<file path="src/rtl/timer_ctrl_if.sv">
// timer_ctrl_if
//   Command channel of the interval-timer controller: a valid/ready handshake
//   carrying an opcode plus the period and prescale used by START commands.
//   The field names match the controller's port names, so the _i/_o suffixes
//   are always seen from the controller's side.
//   Ports (signals):
//     cmd_valid_i     command present
//     cmd_ready_o     controller can accept a command this cycle
//     cmd_op_i        00 START_ONESHOT, 01 START_PERIODIC, 10 STOP, 11 PAUSE_TOGGLE
//     cmd_period_i    terminal count (START only), must be nonzero
//     cmd_prescale_i  prescaler reload (START only)
//   Modports: master = command issuer (CPU/CSR side), slave = timer_ctrl.
interface timer_ctrl_if #(
  parameter int WIDTH      = 16,
  parameter int PRESCALE_W = 8
);
  logic                  cmd_valid_i;
  logic                  cmd_ready_o;
  logic [1:0]            cmd_op_i;
  logic [WIDTH-1:0]      cmd_period_i;
  logic [PRESCALE_W-1:0] cmd_prescale_i;

  modport master (
    output cmd_valid_i,
    output cmd_op_i,
    output cmd_period_i,
    output cmd_prescale_i,
    input  cmd_ready_o
  );

  modport slave (
    input  cmd_valid_i,
    input  cmd_op_i,
    input  cmd_period_i,
    input  cmd_prescale_i,
    output cmd_ready_o
  );
endinterface

</file>
<file path="src/rtl/timer_ctrl.sv">
// timer_ctrl
//   Programmable interval-timer controller. An up-counter advances once per
//   prescaler tick (every prescale+1 clocks) while running; reaching the stored
//   period raises a one-cycle expire strobe and either wraps (periodic) or
//   stops (one-shot). Commands arrive over a valid/ready channel.
//   Ports:
//     clk_i       clock, rising edge
//     rst_i       asynchronous reset, active-high
//     cmd         command channel (timer_ctrl_if.slave)
//     cnt_o       current count
//     state_o     00 IDLE, 01 RUN, 10 PAUSED
//     busy_o      state is not IDLE
//     expire_o    one-cycle pulse after the terminal-count tick
//     err_o       one-cycle pulse after a rejected command
//   All outputs are registered.
module timer_ctrl #(
  parameter int WIDTH      = 16,
  parameter int PRESCALE_W = 8
) (
  input  logic             clk_i,
  input  logic             rst_i,
  timer_ctrl_if.slave      cmd,
  output logic [WIDTH-1:0] cnt_o,
  output logic [1:0]       state_o,
  output logic             busy_o,
  output logic             expire_o,
  output logic             err_o
);

  typedef enum logic [1:0] {
    ST_IDLE   = 2'b00,
    ST_RUN    = 2'b01,
    ST_PAUSED = 2'b10
  } state_t;

  localparam logic [1:0] OP_START_ONESHOT  = 2'b00;
  localparam logic [1:0] OP_START_PERIODIC = 2'b01;
  localparam logic [1:0] OP_STOP           = 2'b10;
  localparam logic [1:0] OP_PAUSE_TOGGLE   = 2'b11;

  state_t                state_reg, state_next;
  logic [WIDTH-1:0]      cnt_reg, cnt_next;
  logic [PRESCALE_W-1:0] presc_reg, presc_next;
  logic [WIDTH-1:0]      period_reg, period_next;
  logic [PRESCALE_W-1:0] prescale_reg, prescale_next;
  logic                  periodic_reg, periodic_next;
  logic                  ready_reg, ready_next;
  logic                  expire_reg, expire_next;
  logic                  err_reg, err_next;
  logic                  busy_reg, busy_next;

  logic accept;
  logic tick;
  logic terminal;

  always_ff @(posedge clk_i or posedge rst_i) begin
    if (rst_i) begin
      state_reg    <= ST_IDLE;
      cnt_reg      <= '0;
      presc_reg    <= '0;
      period_reg   <= '0;
      prescale_reg <= '0;
      periodic_reg <= 1'b0;
      ready_reg    <= 1'b0;
      expire_reg   <= 1'b0;
      err_reg      <= 1'b0;
      busy_reg     <= 1'b0;
    end else begin
      state_reg    <= state_next;
      cnt_reg      <= cnt_next;
      presc_reg    <= presc_next;
      period_reg   <= period_next;
      prescale_reg <= prescale_next;
      periodic_reg <= periodic_next;
      ready_reg    <= ready_next;
      expire_reg   <= expire_next;
      err_reg      <= err_next;
      busy_reg     <= busy_next;
    end
  end

  always_comb begin
    state_next    = state_reg;
    cnt_next      = cnt_reg;
    presc_next    = presc_reg;
    period_next   = period_reg;
    prescale_next = prescale_reg;
    periodic_next = periodic_reg;
    expire_next   = 1'b0;
    err_next      = 1'b0;

    accept   = cmd.cmd_valid_i && ready_reg;
    tick     = (state_reg == ST_RUN) && (presc_reg == prescale_reg);
    terminal = tick && (cnt_reg == period_reg);

    // Free-running behaviour of the counter for this edge.
    if (state_reg == ST_RUN) begin
      if (tick) begin
        presc_next = '0;
        if (terminal) begin
          expire_next = 1'b1;
          if (periodic_reg) begin
            cnt_next = '0;
          end else begin
            // One-shot: the count stays parked at the period value.
            state_next = ST_IDLE;
          end
        end else begin
          cnt_next = cnt_reg + WIDTH'(1);
        end
      end else begin
        presc_next = presc_reg + PRESCALE_W'(1);
      end
    end

    // An accepted command overrides the free-running update above; the
    // expire strobe computed above is deliberately left untouched.
    if (accept) begin
      unique case (cmd.cmd_op_i)
        OP_START_ONESHOT, OP_START_PERIODIC: begin
          if (cmd.cmd_period_i == '0) begin
            // Rejected: only the free-running update above applies.
            err_next = 1'b1;
          end else begin
            period_next   = cmd.cmd_period_i;
            prescale_next = cmd.cmd_prescale_i;
            periodic_next = (cmd.cmd_op_i == OP_START_PERIODIC);
            cnt_next      = '0;
            presc_next    = '0;
            state_next    = ST_RUN;
          end
        end
        OP_STOP: begin
          state_next = ST_IDLE;
          cnt_next   = '0;
          presc_next = '0;
        end
        OP_PAUSE_TOGGLE: begin
          // Pausing only changes the state: the edge that accepts the pause
          // was still a RUN edge, so its prescaler/count step is kept, and
          // the resume edge (a PAUSED edge) does not step. That makes the
          // delay equal the number of cycles spent in PAUSED.
          unique case (state_reg)
            ST_RUN:    state_next = ST_PAUSED;
            ST_PAUSED: state_next = ST_RUN;
            default:   err_next   = 1'b1;
          endcase
        end
        default: ;
      endcase
    end

    // Apply latency: one dead cycle after each accepted command.
    ready_next = !accept;
    busy_next  = (state_next != ST_IDLE);
  end

  assign cmd.cmd_ready_o = ready_reg;
  assign cnt_o           = cnt_reg;
  assign state_o         = state_reg;
  assign busy_o          = busy_reg;
  assign expire_o        = expire_reg;
  assign err_o           = err_reg;

endmodule

</file>
<file path="src/flat_wrapper.sv">
// flat-port wrapper written by rule: the top's interface ports become plain ports
module timer_ctrl_flat 
#(
  parameter int WIDTH      = 16,
  parameter int PRESCALE_W = 8
)
  (clk_i, rst_i, cnt_o, state_o, busy_o, expire_o, err_o, cmd_cmd_valid_i, cmd_cmd_op_i, cmd_cmd_period_i, cmd_cmd_prescale_i, cmd_cmd_ready_o);
  timer_ctrl_if #(.WIDTH(WIDTH), .PRESCALE_W(PRESCALE_W)) cmd_i ();
  input  logic clk_i;
  input  logic rst_i;
  output logic [WIDTH-1:0] cnt_o;
  output logic [1:0] state_o;
  output logic busy_o;
  output logic expire_o;
  output logic err_o;
  input wire logic [$bits(cmd_i.cmd_valid_i)-1:0] cmd_cmd_valid_i;
  input wire logic [$bits(cmd_i.cmd_op_i)-1:0] cmd_cmd_op_i;
  input wire logic [$bits(cmd_i.cmd_period_i)-1:0] cmd_cmd_period_i;
  input wire logic [$bits(cmd_i.cmd_prescale_i)-1:0] cmd_cmd_prescale_i;
  output wire logic [$bits(cmd_i.cmd_ready_o)-1:0] cmd_cmd_ready_o;
  assign cmd_i.cmd_valid_i = cmd_cmd_valid_i;
  assign cmd_i.cmd_op_i = cmd_cmd_op_i;
  assign cmd_i.cmd_period_i = cmd_cmd_period_i;
  assign cmd_i.cmd_prescale_i = cmd_cmd_prescale_i;
  assign cmd_cmd_ready_o = cmd_i.cmd_ready_o;
  timer_ctrl #(.WIDTH(WIDTH), .PRESCALE_W(PRESCALE_W)) u_core (.clk_i(clk_i), .rst_i(rst_i), .cmd(cmd_i), .cnt_o(cnt_o), .state_o(state_o), .busy_o(busy_o), .expire_o(expire_o), .err_o(err_o));
endmodule
</file>
<file path="config.mk">
export PLATFORM = sky130hd
export DESIGN_NAME = timer_ctrl_flat
export DESIGN_NICKNAME = d
export VERILOG_FILES = /design/src/rtl/timer_ctrl_if.sv /design/src/rtl/timer_ctrl.sv /design/src/flat_wrapper.sv
export SDC_FILE = /design/constraint.sdc
export NUM_CORES = 1
export LEC_CHECK = 0
export CAP_MARGIN = 20
export CELL_PAD_IN_SITES_DETAIL_PLACEMENT = 1
export CELL_PAD_IN_SITES_GLOBAL_PLACEMENT = 1
export CORE_ASPECT_RATIO = 1.75
export CORE_MARGIN = 10
export CORE_UTILIZATION = 31
export DETAILED_ROUTE_END_ITERATION = 16
export PLACE_DENSITY = 0.73
export SYNTH_ARGS = -nofsm -noshare
export SYNTH_HDL_FRONTEND = slang
export SYNTH_SLANG_ARGS = --single-unit
export TNS_END_PERCENT = 10
</file>
<file path="constraint.sdc">
create_clock -name clk_i -period 4.5 [get_ports clk_i]
set_input_delay 0.45 -clock clk_i [delete_from_list [all_inputs] [get_ports clk_i]]
set_output_delay 0.45 -clock clk_i [all_outputs]
set_load 0.02 [all_outputs]
</file>
==> flow_summary.ini, run 1 <==
[clocking]
clk_latency_ps = 300
cts_tree = built
clk_path_buf_depth = 2
postCtsHoldBufs = 0
cts_root_buf = clkbuf_16
numCtsBuffers = 5
h-tree-depth = 2
cts.repair.resized = 0
clkSinkCount = 55
post_cts_buffers = 0
clkTransAtPathRegs_ps = 70

[timing]
final.setup.tns_ps = 0
tightest_slew_ps = 854
slew_violations = 0
hold_violations = 0
rsz0062_at_grt = false
slew_headroom = 0.429
fin_crit_ps = 2630
finClkSkew_ps = 6.59
fmax_mhz = 380
final.period_utilization = 0.584
setup_viol = 0

[floorplan]
die_h_um = 148
num_io_pins = 51
fp-row-count = 46
initial_core_util = 0.319
coreArea_mm2 = 0.00909
die_w_um = 93.2
die_area_mm2 = 0.0138

[placed_design]
place_area_mm2 = 0.00350
routabilityCongestion = 0.823
port_buffers = 50
hpwl_mm = 5.99
dpl.cell_count = 437

[synthesis]
synth_area_leaders = dfrtp_1, mux2_2, xor2_1
yosys_warnings = 0
synth_adder_area_share = 0.0259
netlist.area_leader.share = 0.474
synth_cells = 275
synth_cell_types = 44
synth_top_family_by_area = simple AND/OR/NAND/NOR gates
synth.ff_latch_count = 55
yosysSeqAreaShare = 0.474
yosysMostFrequentCell = dfrtp_1
synthesis.area_per_instance_um2 = 10.6
synth_nets = 310
synth_simple_gate_area_share = 0.182
synth_area_leader_cell = dfrtp_1
syn_area_mm2 = 0.00290
synthFlopType = dfrtp_1
synthArstFlopShare = 1.00
synth_commonest_cells = dfrtp_1, xor2_1, mux2_2, nor2_1, nand2_1
synthMuxAreaShare = 0.100
synth_compound_area_frac = 0.0948
synth-xor-area-share = 0.0905
synth-edff-count = 0

[worst_hold_path]
worstHoldPathCells = 1
min_to = u_core.prescale_reg[2]
hold_class = reg2reg
min-delay-start = u_core.prescale_reg[2]

[finish]
drive_gt1_frac = 0.138
final_cells = 445
design_area_mm2 = 0.00367
fin_util = 0.404
syn_to_final_growth_pct = 26.5
fin_nets = 359
antenna_cells = 0

[detailed_routing]
wl_per_cell_um = 17.7
drt_wl_total_mm = 7.89
ant_nets = 0
routed_via_density = 5.09
firstDrtPassIters = 4
vias = 2265
drc = 0
initialDrtViolationCount = 73

[worst_setup_path]
end_kind = register
reg2reg_slack_ps = 1870
ff2ff_path_depth = 7
r2r-start = u_core.state_o[1]
start_kind = register
crit_cells = 7
path_cells = inv_1, ha_1, and2_1, nand3_1, o21bai_4, a22oi_1, nor2_1
cp_num_buf_inv = 1
cpMaxStageDelayCell = nand3_1
r2r_end = u_core.cnt_o[1]
crit_arrival_ps = 2810
path_max_fanout = 20
crit_family = simple AND/OR/NAND/NOR gates
critPathKind = reg2reg
cp_data_required_time_ps = 4680
cpPeakStageDelay_ps = 600

[global_routing]
antenna_found_initial = 0
globalRouteOverflowTotal = 0
grt_pass1_wl_mm = 13.0
grtUsageTotal = 0.119
grt_pass1_vias = 2545
grt_max_degree = 56

[outcome]
status = completed

[pwr]
vdd_drop_max_mv = 0.220
powerDensity_mw_per_mm2 = 398
leakagePower_nw = 1.53
p_total_w = 0.00146

[flow_run]
cap_violations = 0
==> cell usage in the layout (no fill, tap or decap), types with 2 or more instances in the layout <==
master / Yosys / routed
nor2b_1: 2 / 2
inv_1: 4 / 3
nand4_1: 8 / 8
nor4_1: 8 / 8
or3_1: 2 / 2
ha_1: 6 / 6
and3_1: 4 / 4
nand2b_1: 2 / 2
nand2_1: 19 / 19
o41ai_1: 4 / 4
nor3_1: 9 / 9
o21ai_0: 14 / 14
nor2_1: 21 / 21
nand3_1: 10 / 10
clkbuf_16: 0 / 5
dfrtp_1: 55 / 55
xor2_1: 29 / 29
buf_4: 1 / 3
a21oi_1: 10 / 10
and2_1: 7 / 7
mux2_2: 25 / 25
clkdlybuf4s50_1: 0 / 50
a22oi_1: 6 / 6
==> power breakdown <==
part           total, W  leakage [nW]  switching, W  internal, W
registers      0.000669         0.657     0.0000978     0.000572
logic          0.000340         0.784      0.000165     0.000176
clock network  0.000453        0.0868      0.000176     0.000277
total           0.00146          1.53      0.000439      0.00102
==> layout make-up <==
cell class                 count  area, um2
fill                        1068       5420
inverter                       4       15.0
multi-input combinational    205       1430
timing repair buffer          53        523
clock inverter                 2       35.0
sequential                    55       1380
tap                          120        150
clock buffer                   6        139
==> layer usage <==
layer,vias up,GRT usage,part of all wire
met3,10,0.0274,0.032
met5,-,0,0
met4,0,0.0519,0.021
met2,39,0.222,0.58
met1,1142,0.120,0.37
li1,1074,-,-
==> cells by family after synthesis <==
group / count (synthesis)
adder cells (fa/ha/maj): 6
XOR/XNOR: 30
AND/OR/NAND/NOR: 101
flip-flops: 55
buffers and inverters: 15
multiplexers: 26
AO/OA/AOI/OAI: 42
==> worst register-to-register path, cell delays in order (launching register included) <==
cell and delay [ps]:
dfrtp_1 440, inv_1 110, ha_1 300, and2_1 200, nand3_1 600, o21bai_4 540, a22oi_1 250, nor2_1 70
==> per-stage QoR <==
step / setup WS, ps / hold WS, ps
6_report: 1870 / 528
5_1_grt: 1570 / 547
4_1_cts: 1860 / 534
3_5_place_dp: 1750 / 516
3_3_place_gp: 1750 / 509
2_1_floorplan: 2520 / 500
==> worst max-delay path by stage <==
stage	start	end	slack, ps
final	u_core.state_o[1]	u_core.cnt_o[1]	1870
after global routing	u_core.state_o[1]	u_core.cnt_o[13]	1570
after detailed placement	cmd_cmd_period_i[1]	u_core.period_reg[11]	1750
after floorplan	u_core.cnt_o[4]	u_core.cnt_o[15]	2520
after global placement	cmd_cmd_period_i[1]	u_core.period_reg[1]	1750
after CTS	u_core.state_o[1]	u_core.cnt_o[1]	1860
No activity file was read; power rests on OpenSTA's default activity.
==> run 2: changes to the inputs <==
Settings changed: PLACE_DENSITY 0.73 to 0.75.
Clock period 4.5 ns to 2.3 ns, I/O delays scaled along.
==> run 2 against run 1 <==
  * Final cell count grew 3.8%
  * Maximum frequency rose by 28%
  * Critical path type unchanged
  * Non-clock buffer count is 17 higher
  * Register-to-register slack worse by 1600 ps
  * Wire length is 5.5% higher
  * Worst hold slack got worse by 230 ps
  * Sequential share of layout area is 1.4 points lower
==> flow_summary.ini, run 2 (synthesis gave the netlist of run 1 again) <==
[clocking]
cts_root_buf = clkbuf_16
cts_tree = built
clk_path_buf_depth = 2
clkSinkCount = 55
h-tree-depth = 2
clkTransAtPathRegs_ps = 70
numCtsBuffers = 5
clk_latency_ps = 300
postCtsHoldBufs = 0

[global_routing]
grt_pass1_wl_mm = 13.8
grt_pass1_vias = 2655
globalRouteOverflowTotal = 0
antenna_found_initial = 0
grtUsageTotal = 0.127
grt_max_degree = 56

[detailed_routing]
drc = 0
routed_via_density = 5.17
firstDrtPassIters = 4
ant_nets = 0
vias = 2388
wl_per_cell_um = 18.0
initialDrtViolationCount = 85
drt_wl_total_mm = 8.32

[worst_setup_path]
path_max_fanout = 16
critPathKind = reg2reg
cp_data_required_time_ps = 2480
end_kind = register
start_kind = register
crit_arrival_ps = 2230

[timing]
hold_violations = 0
fin_crit_ps = 2050
finClkSkew_ps = 7.58
fmax_mhz = 487
hold_ws_ps = 300
final.setup.tns_ps = 0
rsz0062_at_grt = false
setup_viol = 0
tightest_slew_ps = 354
final.period_utilization = 0.893
slew_headroom = 0.761
slew_violations = 0

[finish]
final_cell_mix = dfrtp_1, clkdlybuf4s50_1, xor2_1
regArea_mm2 = 0.00138
multi_input_area_mm2 = 0.00145
drive_gt1_frac = 0.187
antenna_cells = 0
syn_to_final_growth_pct = 31.6
fin_nets = 376
fill_cells = 1069
final_common_cell = dfrtp_1

[placed_design]
port_buffers = 50
routabilityCongestion = 0.801
hpwl_mm = 6.52

[pwr]
powerDensity_mw_per_mm2 = 737
vdd_drop_max_mv = 0.565
swShare = 0.322
comb_power_share = 0.275
power_frac_seq = 0.452
p_int_w = 0.00191
leakagePower_nw = 1.60
p_total_w = 0.00282
switching_power_w = 0.000907
clkPwrFrac = 0.273

[floorplan]
die_h_um = 148
coreArea_mm2 = 0.00909
initial_core_util = 0.319
die_w_um = 93.2
fp-row-count = 46
num_io_pins = 51
die_area_mm2 = 0.0138

[worst_hold_path]
hold_class = in2async

[flow_run]
cap_violations = 0

[outcome]
status = completed
-- run 2: cell count changes in the layout (fill, tap and decap cells not counted), sizes merged --
cell,delta
buf,+17
clkinvlp,+2
bufinv,-1
clkbuf,-1
-- run 2: through the flow --
step / instance area [um2] / instances / utilization / setup WS [ps]
after floorplan: 2900 / 275 / - / 324
after global placement: 3660 / 454 / 0.403 / 141
after detailed placement: 3660 / 454 / 0.403 / 90.0
after CTS: 3810 / 462 / 0.419 / 138
after global routing: 3820 / 462 / 0.420 / 50.9
final: 3820 / 462 / 0.420 / 246
-- run 2: worst paths after layout --
check	from	end	slack [ps]	cells after the start
setup / recovery	u_core.cnt_o[1]	u_core.cnt_o[1]	250	7
hold / removal	rst_i	u_core.cnt_o[1]	300	3
setup reg to reg	u_core.cnt_o[1]	u_core.cnt_o[1]	250	7
hold reg to reg	u_core.prescale_reg[2]	u_core.prescale_reg[2]	530	1
max in group asynchronous	rst_i	u_core.prescale_reg[3]	1750	3
min in group clk_i	u_core.prescale_reg[2]	u_core.prescale_reg[2]	530	1
-- run 2: what timing repair did --
action	in CTS	in global routing
setup endpoints to repair	0	7
buffers inserted	0	0
gates resized for setup	0	2
-- run 2: worst max-delay path: stages (launching register included) --
cell	delay [ps]
dfrtp_1	450
xor2_1	200
nor4_1	350
nand4_2	230
buf_4	260
nor2b_1	170
a22oi_1	200
nor2_1	80
-- run 2: final cells by class --
cell class,count,area share
inverter,4,0.00393
sequential,55,0.360
multi-input combinational,205,0.378
clock inverter,3,0.00524
tap,120,0.0393
clock buffer,5,0.0328
timing repair buffer,70,0.180
-- run 2: routing by layer --
| layer | global-route usage | part of all wire | up-vias |
|---|---|---|---|
| met5 | 0 | 0 | - |
| met4 | 0.0566 | 0.027 | 0 |
| met3 | 0.0304 | 0.039 | 13 |
| met2 | 0.244 | 0.57 | 50 |
| met1 | 0.121 | 0.36 | 1213 |
| li1 | - | - | 1112 |
-- run 2: power by group through the flow --
stage          clock network [W]  logic (W)  registers [W]
2_1_floorplan                  0   0.000393        0.00132
3_3_place_gp                   0   0.000739        0.00128
3_5_place_dp                   0   0.000773        0.00129
4_1_cts                 0.000794   0.000779        0.00127
5_1_grt                 0.000832   0.000858        0.00130
6_report                0.000768   0.000775        0.00127
==> run 3: changes to the inputs <==
Settings changed: CAP_MARGIN 20 to 30, GPL_TIMING_DRIVEN set to 0.
==> run 3 against run 2 <==
  * Sequential share of layout area is 0.62 points higher
  * Core utilization shrank 0.72 points
  * Clock power barely moved
  * Worst hold slack worse by 110 ps
  * Flip-flop and latch count did not move
  * Critical path depth is 1 lower
==> flow_summary.ini, run 3 (synthesis gave the netlist of run 1 again) <==
[outcome]
status = completed

[timing]
setup_slack_ps = 131
rsz0062_at_grt = false
slew_headroom = 0.594
finClkSkew_ps = 8.35
tightest_slew_ps = 609
fmax_mhz = 461
fin_crit_ps = 2170
setup_viol = 0
hold_violations = 0
final.period_utilization = 0.943
slew_violations = 0

[placed_design]
port_buffers = 50
dp_slack_ps = -379
dpl.cell_count = 446
hpwl_mm = 6.56
routabilityCongestion = 0.837

[pwr]
p_int_w = 0.00191
comb_power_share = 0.256
vdd_drop_max_mv = 0.466
power_frac_seq = 0.466
leakagePower_nw = 1.56
swShare = 0.314
clkPwrFrac = 0.277
powerDensity_mw_per_mm2 = 740
switching_power_w = 0.000872

[floorplan]
fp-row-count = 46
die_area_mm2 = 0.0138
die_w_um = 93.2
coreArea_mm2 = 0.00909
initial_core_util = 0.319
die_h_um = 148
num_io_pins = 51

[clocking]
clkSinkCount = 55
postCtsHoldBufs = 0
numCtsBuffers = 5
cts_tree = built
clk_latency_ps = 300
cts_root_buf = clkbuf_16
h-tree-depth = 2
clk_path_buf_depth = 2
clkTransAtPathRegs_ps = 70

[finish]
syn_to_final_growth_pct = 29.4
antenna_cells = 0
final_common_cell = dfrtp_1
fin_nets = 370
final_cells = 455
drive_gt1_frac = 0.170
final_cell_mix = dfrtp_1, clkdlybuf4s50_1, xor2_1

[detailed_routing]
routed_via_density = 5.15
firstDrtPassIters = 4
wl_per_cell_um = 18.5
initialDrtViolationCount = 64
drt_wl_total_mm = 8.41
drc = 0
vias = 2343
ant_nets = 0

[worst_setup_path]
path_cells = clkdlybuf4s50_1, nor4_2, nand4_1, nand2_1, buf_2, mux2_2
cpPeakStageDelay_ps = 460
cp_data_required_time_ps = 2480
end_kind = register
ff2ff_path_depth = 6
path_max_fanout = 10
r2r-start = u_core.cnt_o[3]
reg2reg_slack_ps = 190
start_kind = primary input
cpMaxStageDelayCell = nor4_2
critPathKind = in2reg
crit_arrival_ps = 2350
r2r_end = u_core.busy_o

[global_routing]
met3_usage = 0.0254
grt_pass1_vias = 2617
antenna_found_initial = 0
use_met1 = 0.119
grt_max_degree = 44
grt_pass1_wl_mm = 13.6
top_usage_layer = met2
globalRouteOverflowTotal = 0
use_met2 = 0.241
grtUsageTotal = 0.123

[worst_hold_path]
hold_class = in2async

[flow_run]
cap_violations = 0
-- run 3: how the worst max path moves through the flow --
stage | start | endpoint | slack [ps]
after floorplan | u_core.cnt_o[4] | u_core.cnt_o[15] | 320
after global placement | rst_i | u_core.cnt_o[14] | -340
after detailed placement | cmd_cmd_period_i[1] | u_core.prescale_reg[6] | -380
after CTS | u_core.cnt_o[3] | u_core.busy_o | 20
after global routing | u_core.cnt_o[4] | u_core.busy_o | 10
final | cmd_cmd_period_i[1] | u_core.prescale_reg[6] | 130
-- run 3: critical path: cells and delay by family --
| family | cells | cell delay [ps] |
|---|---|---|
| buffers and inverters | 2 | 780 |
| muxes | 1 | 370 |
| and+or+nand+nor | 3 | 970 |
-- run 3: layer usage --
metal	share of wire	vias to the layer above	wire length [um]
met5	0	-	0
met4	0.027	0	227
met3	0.039	16	324
met2	0.58	48	4840
met1	0.36	1180	3020
li1	-	1099	-
-- run 3: layout make-up --
cell class	count	area, um2
buffer	11	77.6
clock buffer	6	139
clock inverter	1	5.00
fill	1058	5340
inverter	4	15.0
multi-input combinational	205	1460
sequential	55	1380
tap	120	150
timing repair buffer	53	536
-- run 3: through the flow --
| step | hold WS [ps] | setup TNS (ps) | power (W) | utilization | area (um2) |
|---|---|---|---|---|---|
| after floorplan | 381 | 0 | 0.00171 | - | 2900 |
| after global placement | 508 | -28450 | 0.00198 | 0.391 | 3550 |
| after detailed placement | 514 | -12030 | 0.00202 | 0.393 | 3570 |
| after CTS | 215 | 0 | 0.00280 | 0.410 | 3730 |
| after global routing | 238 | 0 | 0.00294 | 0.413 | 3750 |
| final | 192 | 0 | 0.00278 | 0.413 | 3750 |
-- run 3: power by group through the flow --
stage                     logic [W]  clock network (W)  registers [W]
after floorplan            0.000393                  0        0.00132
after global placement     0.000679                  0        0.00130
after detailed placement   0.000711                  0        0.00131
after CTS                  0.000718           0.000790        0.00130
after global routing       0.000784           0.000834        0.00132
final                      0.000712           0.000771        0.00129
-- run 3: what timing repair did --
item                       in CTS  in global routing
resized for setup               2                  2
pin swaps                       0                  1
setup endpoints to repair      29                 12
setup buffers                   0                  2
==> patch (settings of run 3) <==
`WIDTH` is set to 16 in 3 places; all go to 32.
--- a/src/rtl/timer_ctrl_if.sv
+++ b/src/rtl/timer_ctrl_if.sv
@@ -11,7 +11,7 @@
 //     cmd_prescale_i  prescaler reload (START only)
 //   Modports: master = command issuer (CPU/CSR side), slave = timer_ctrl.
 interface timer_ctrl_if #(
-  parameter int WIDTH      = 16,
+  parameter int WIDTH      = 32,
   parameter int PRESCALE_W = 8
 );
   logic                  cmd_valid_i;
--- a/src/rtl/timer_ctrl.sv
+++ b/src/rtl/timer_ctrl.sv
@@ -14,7 +14,7 @@
 //     err_o       one-cycle pulse after a rejected command
 //   All outputs are registered.
 module timer_ctrl #(
-  parameter int WIDTH      = 16,
+  parameter int WIDTH      = 32,
   parameter int PRESCALE_W = 8
 ) (
   input  logic             clk_i,
--- a/src/flat_wrapper.sv
+++ b/src/flat_wrapper.sv
@@ -1,7 +1,7 @@
 // flat-port wrapper written by rule: the top's interface ports become plain ports
 module timer_ctrl_flat 
 #(
-  parameter int WIDTH      = 16,
+  parameter int WIDTH      = 32,
   parameter int PRESCALE_W = 8
 )
   (clk_i, rst_i, cnt_o, state_o, busy_o, expire_o, err_o, cmd_cmd_valid_i, cmd_cmd_op_i, cmd_cmd_period_i, cmd_cmd_prescale_i, cmd_cmd_ready_o);
Ports: changed (resized cmd_cmd_period_i and cnt_o); port bits go from 51 to 83. The function was not compared with the original's and may differ.
==> patch against run 3 <==
  * Total power grew 70%
  * Sequential cell count grew 32
  * Area after synthesis grew 69%
  * Routed wire length grew 97%
  * Count of clock-buffer cells in the layout grew 4
  * Register-to-register slack lost 130 ps
  * Setup slack lost 67 ps
  * Worst hold slack gained 33 ps
  * Cell area grew 71%
  * Critical path type is now reg2reg
  * Critical endpoint is now u_core.cnt_o[6]$_DFF_PP0_
  * Largest power group unchanged
  * Highest routed layer unchanged
==> patch: results (changes against run 3) <==
yosys:
  yosys_most_used_dff: "dfrtp_1"
  netlist_top_cells_count: "87 x dfrtp_1, 47 x nand2_1, 42 x mux2_2, 42 x xnor2_1, 27 x nand4_1"
  synth.net_count: 540  # +74%
  async_flop_share: 1.000  # unchanged
  yosysUniqueCellTypes: 50  # +14%
  ys_top_cells_by_area: "dfrtp_1 44%, mux2_2 9.6%, xnor2_1 7.5%"
  yosysSeqAreaShare: 0.4440  # -0.03015
  yosysWarnings: 0  # unchanged
grt:
  grt_max_degree: 44  # unchanged
  grt_pass1_vias: 4692  # +79%
  antenna_found_initial: 0  # unchanged
  grtUsageTotal: 0.1509  # +0.02760
  grt-ovfl-total: 0  # unchanged
  grt_pass1_wl_microns: 25850  # +90%
final_layout:
  fill_cells: 1752  # +66%
  final_net_count: 635  # +72%
  drive_above_1_share: 0.1990  # +0.02883
  n_antenna_cell: 0  # unchanged
placement:
  placed_area_sq_mm: 0.006001  # +68%
  dp_hpwl_microns: 12870  # +96%
  port_buffers: 82  # +64%
  globalplace.congestion: 0.8768  # +4.8%
  pre_cts_slack_ps: -559.0  # -180.3 ps
clocking:
  htreeDepth: 3  # +1
  cts-root-buf: "clkbuf_16"
  cts_buffer_depth: 2  # unchanged
  insertion_delay_ps: 350  # +50 ps
  cts_buffers: 9  # +4
  clk_pin_slew_ps: 70  # about the same
setup_path:
  reg2reg_setup_slack_ps: 60  # -130 ps
  crit_arrival_ps: 2450  # +100 ps
  timing.rr.end: "u_core.cnt_o[6]$_DFF_PP0_"
  path_max_fanout: 10  # unchanged
  reg2reg_depth: 11  # +5
  regToRegStartpoint: "u_core.state_o[1]$_DFF_PP0_"
status:
  outcome: "finished, final reports clean"
routing:
  firstDrtPassIters: 4  # unchanged
  routed_via_density: 5.503  # +6.9%
  wl_microns: 16570  # +97%
  drt_iter0_markers: 158  # +150%
power_and_ir_drop:
  switchingPower_mw: 1.485  # +70%
  irDropWorstVdd_v: 0.0004470  # -4.0%
  p_leak_nw: 2.497  # +60%
sta:
  finalClockSkew_ps: 9.013  # +0.6621 ps
  max_slew_margin: 0.6501  # +0.05586
worst_hold_path:
  hold_path_class: "in2async"
job:
  cap_violations: 0  # unchanged
-- patch: through the flow --
step | hold slack, ps | util | std cells
global route | 248.0 | 0.4142 | 774
detailed placement | 522.5 | 0.3880 | 759
CTS | 234.0 | 0.4085 | 774
finish | 225.5 | 0.4142 | 774
global placement | 511.4 | 0.3854 | 757
floorplan | 378.3 | - | 489
-- patch: cells by family after synthesis --
logic type / share of synthesized area
xor gates and xnor gates: 0.08216
muxes: 0.1016
buffers and inverters: 0.04669
AOI/OAI and AO/OA: 0.09442
and+or+nand+nor: 0.2159
adders and majority gates: 0.01531
DFF: 0.4440
-- patch: critical path: stages, from the launching register on --
cell and delay (ps):
dfrtp_2 400, inv_1 80, ha_1 180, buf_6 140, nand2_1 80, or3_1 370, buf_2 180, a31o_1 200
buf_6 150, buf_6 160, nand3_2 80, o211ai_1 90
-- patch: cell type report --
cell class | instances | share of cell area
buffer | 28 | 0.03262
clock buffer | 10 | 0.03730
clock inverter | 5 | 0.009180
inverter | 10 | 0.006445
multi-input combinational | 363 | 0.4020
sequential | 87 | 0.3406
tap | 186 | 0.03633
timing repair buffer | 85 | 0.1355
-- patch: timing repair --
action	in CTS	in global routing
setup buffers	0	1
resized for setup	8	22
setup endpoints to repair	62	77
pin swaps	0	2
-- patch: power groups by stage --
stage / logic (mW) / clock network (mW) / registers (mW)
global route: 1.30 / 1.57 / 2.07
CTS: 1.17 / 1.52 / 2.04
global placement: 1.10 / 0 / 2.04
finish: 1.19 / 1.49 / 2.04
floorplan: 0.655 / 0 / 2.05
detailed placement: 1.16 / 0 / 2.06
-- patch: worst max-delay path by stage --
stage | startpoint | endpoint | slack [ps] | cells past startpoint
floorplan | u_core.state_o[1]$_DFF_PP0_ | u_core.cnt_o[6]$_DFF_PP0_ | 150 | 11
global placement | cmd_cmd_period_i[16] | u_core.cnt_o[28]$_DFF_PP0_ | -560 | 8
detailed placement | cmd_cmd_period_i[16] | u_core.cnt_o[12]$_DFF_PP0_ | -560 | 8
CTS | cmd_cmd_period_i[16] | u_core.period_reg[25]$_DFFE_PP0P_ | -40 | 8
global route | cmd_cmd_period_i[25] | u_core.cnt_o[8]$_DFF_PP0_ | -60 | 8
finish | u_core.state_o[1]$_DFF_PP0_ | u_core.cnt_o[6]$_DFF_PP0_ | 60 | 11
-- patch: metal layers --
metal / global-route usage / share of wire / wire, microns / vias up
li1: - / - / - / 1960
met1: 0.1612 / 0.38 / 6296 / 2151
met2: 0.2647 / 0.54 / 9015 / 110
met3: 0.02984 / 0.040 / 655 / 38
met4: 0.08461 / 0.036 / 600 / 0
met5: 0 / 0 / 0 / -
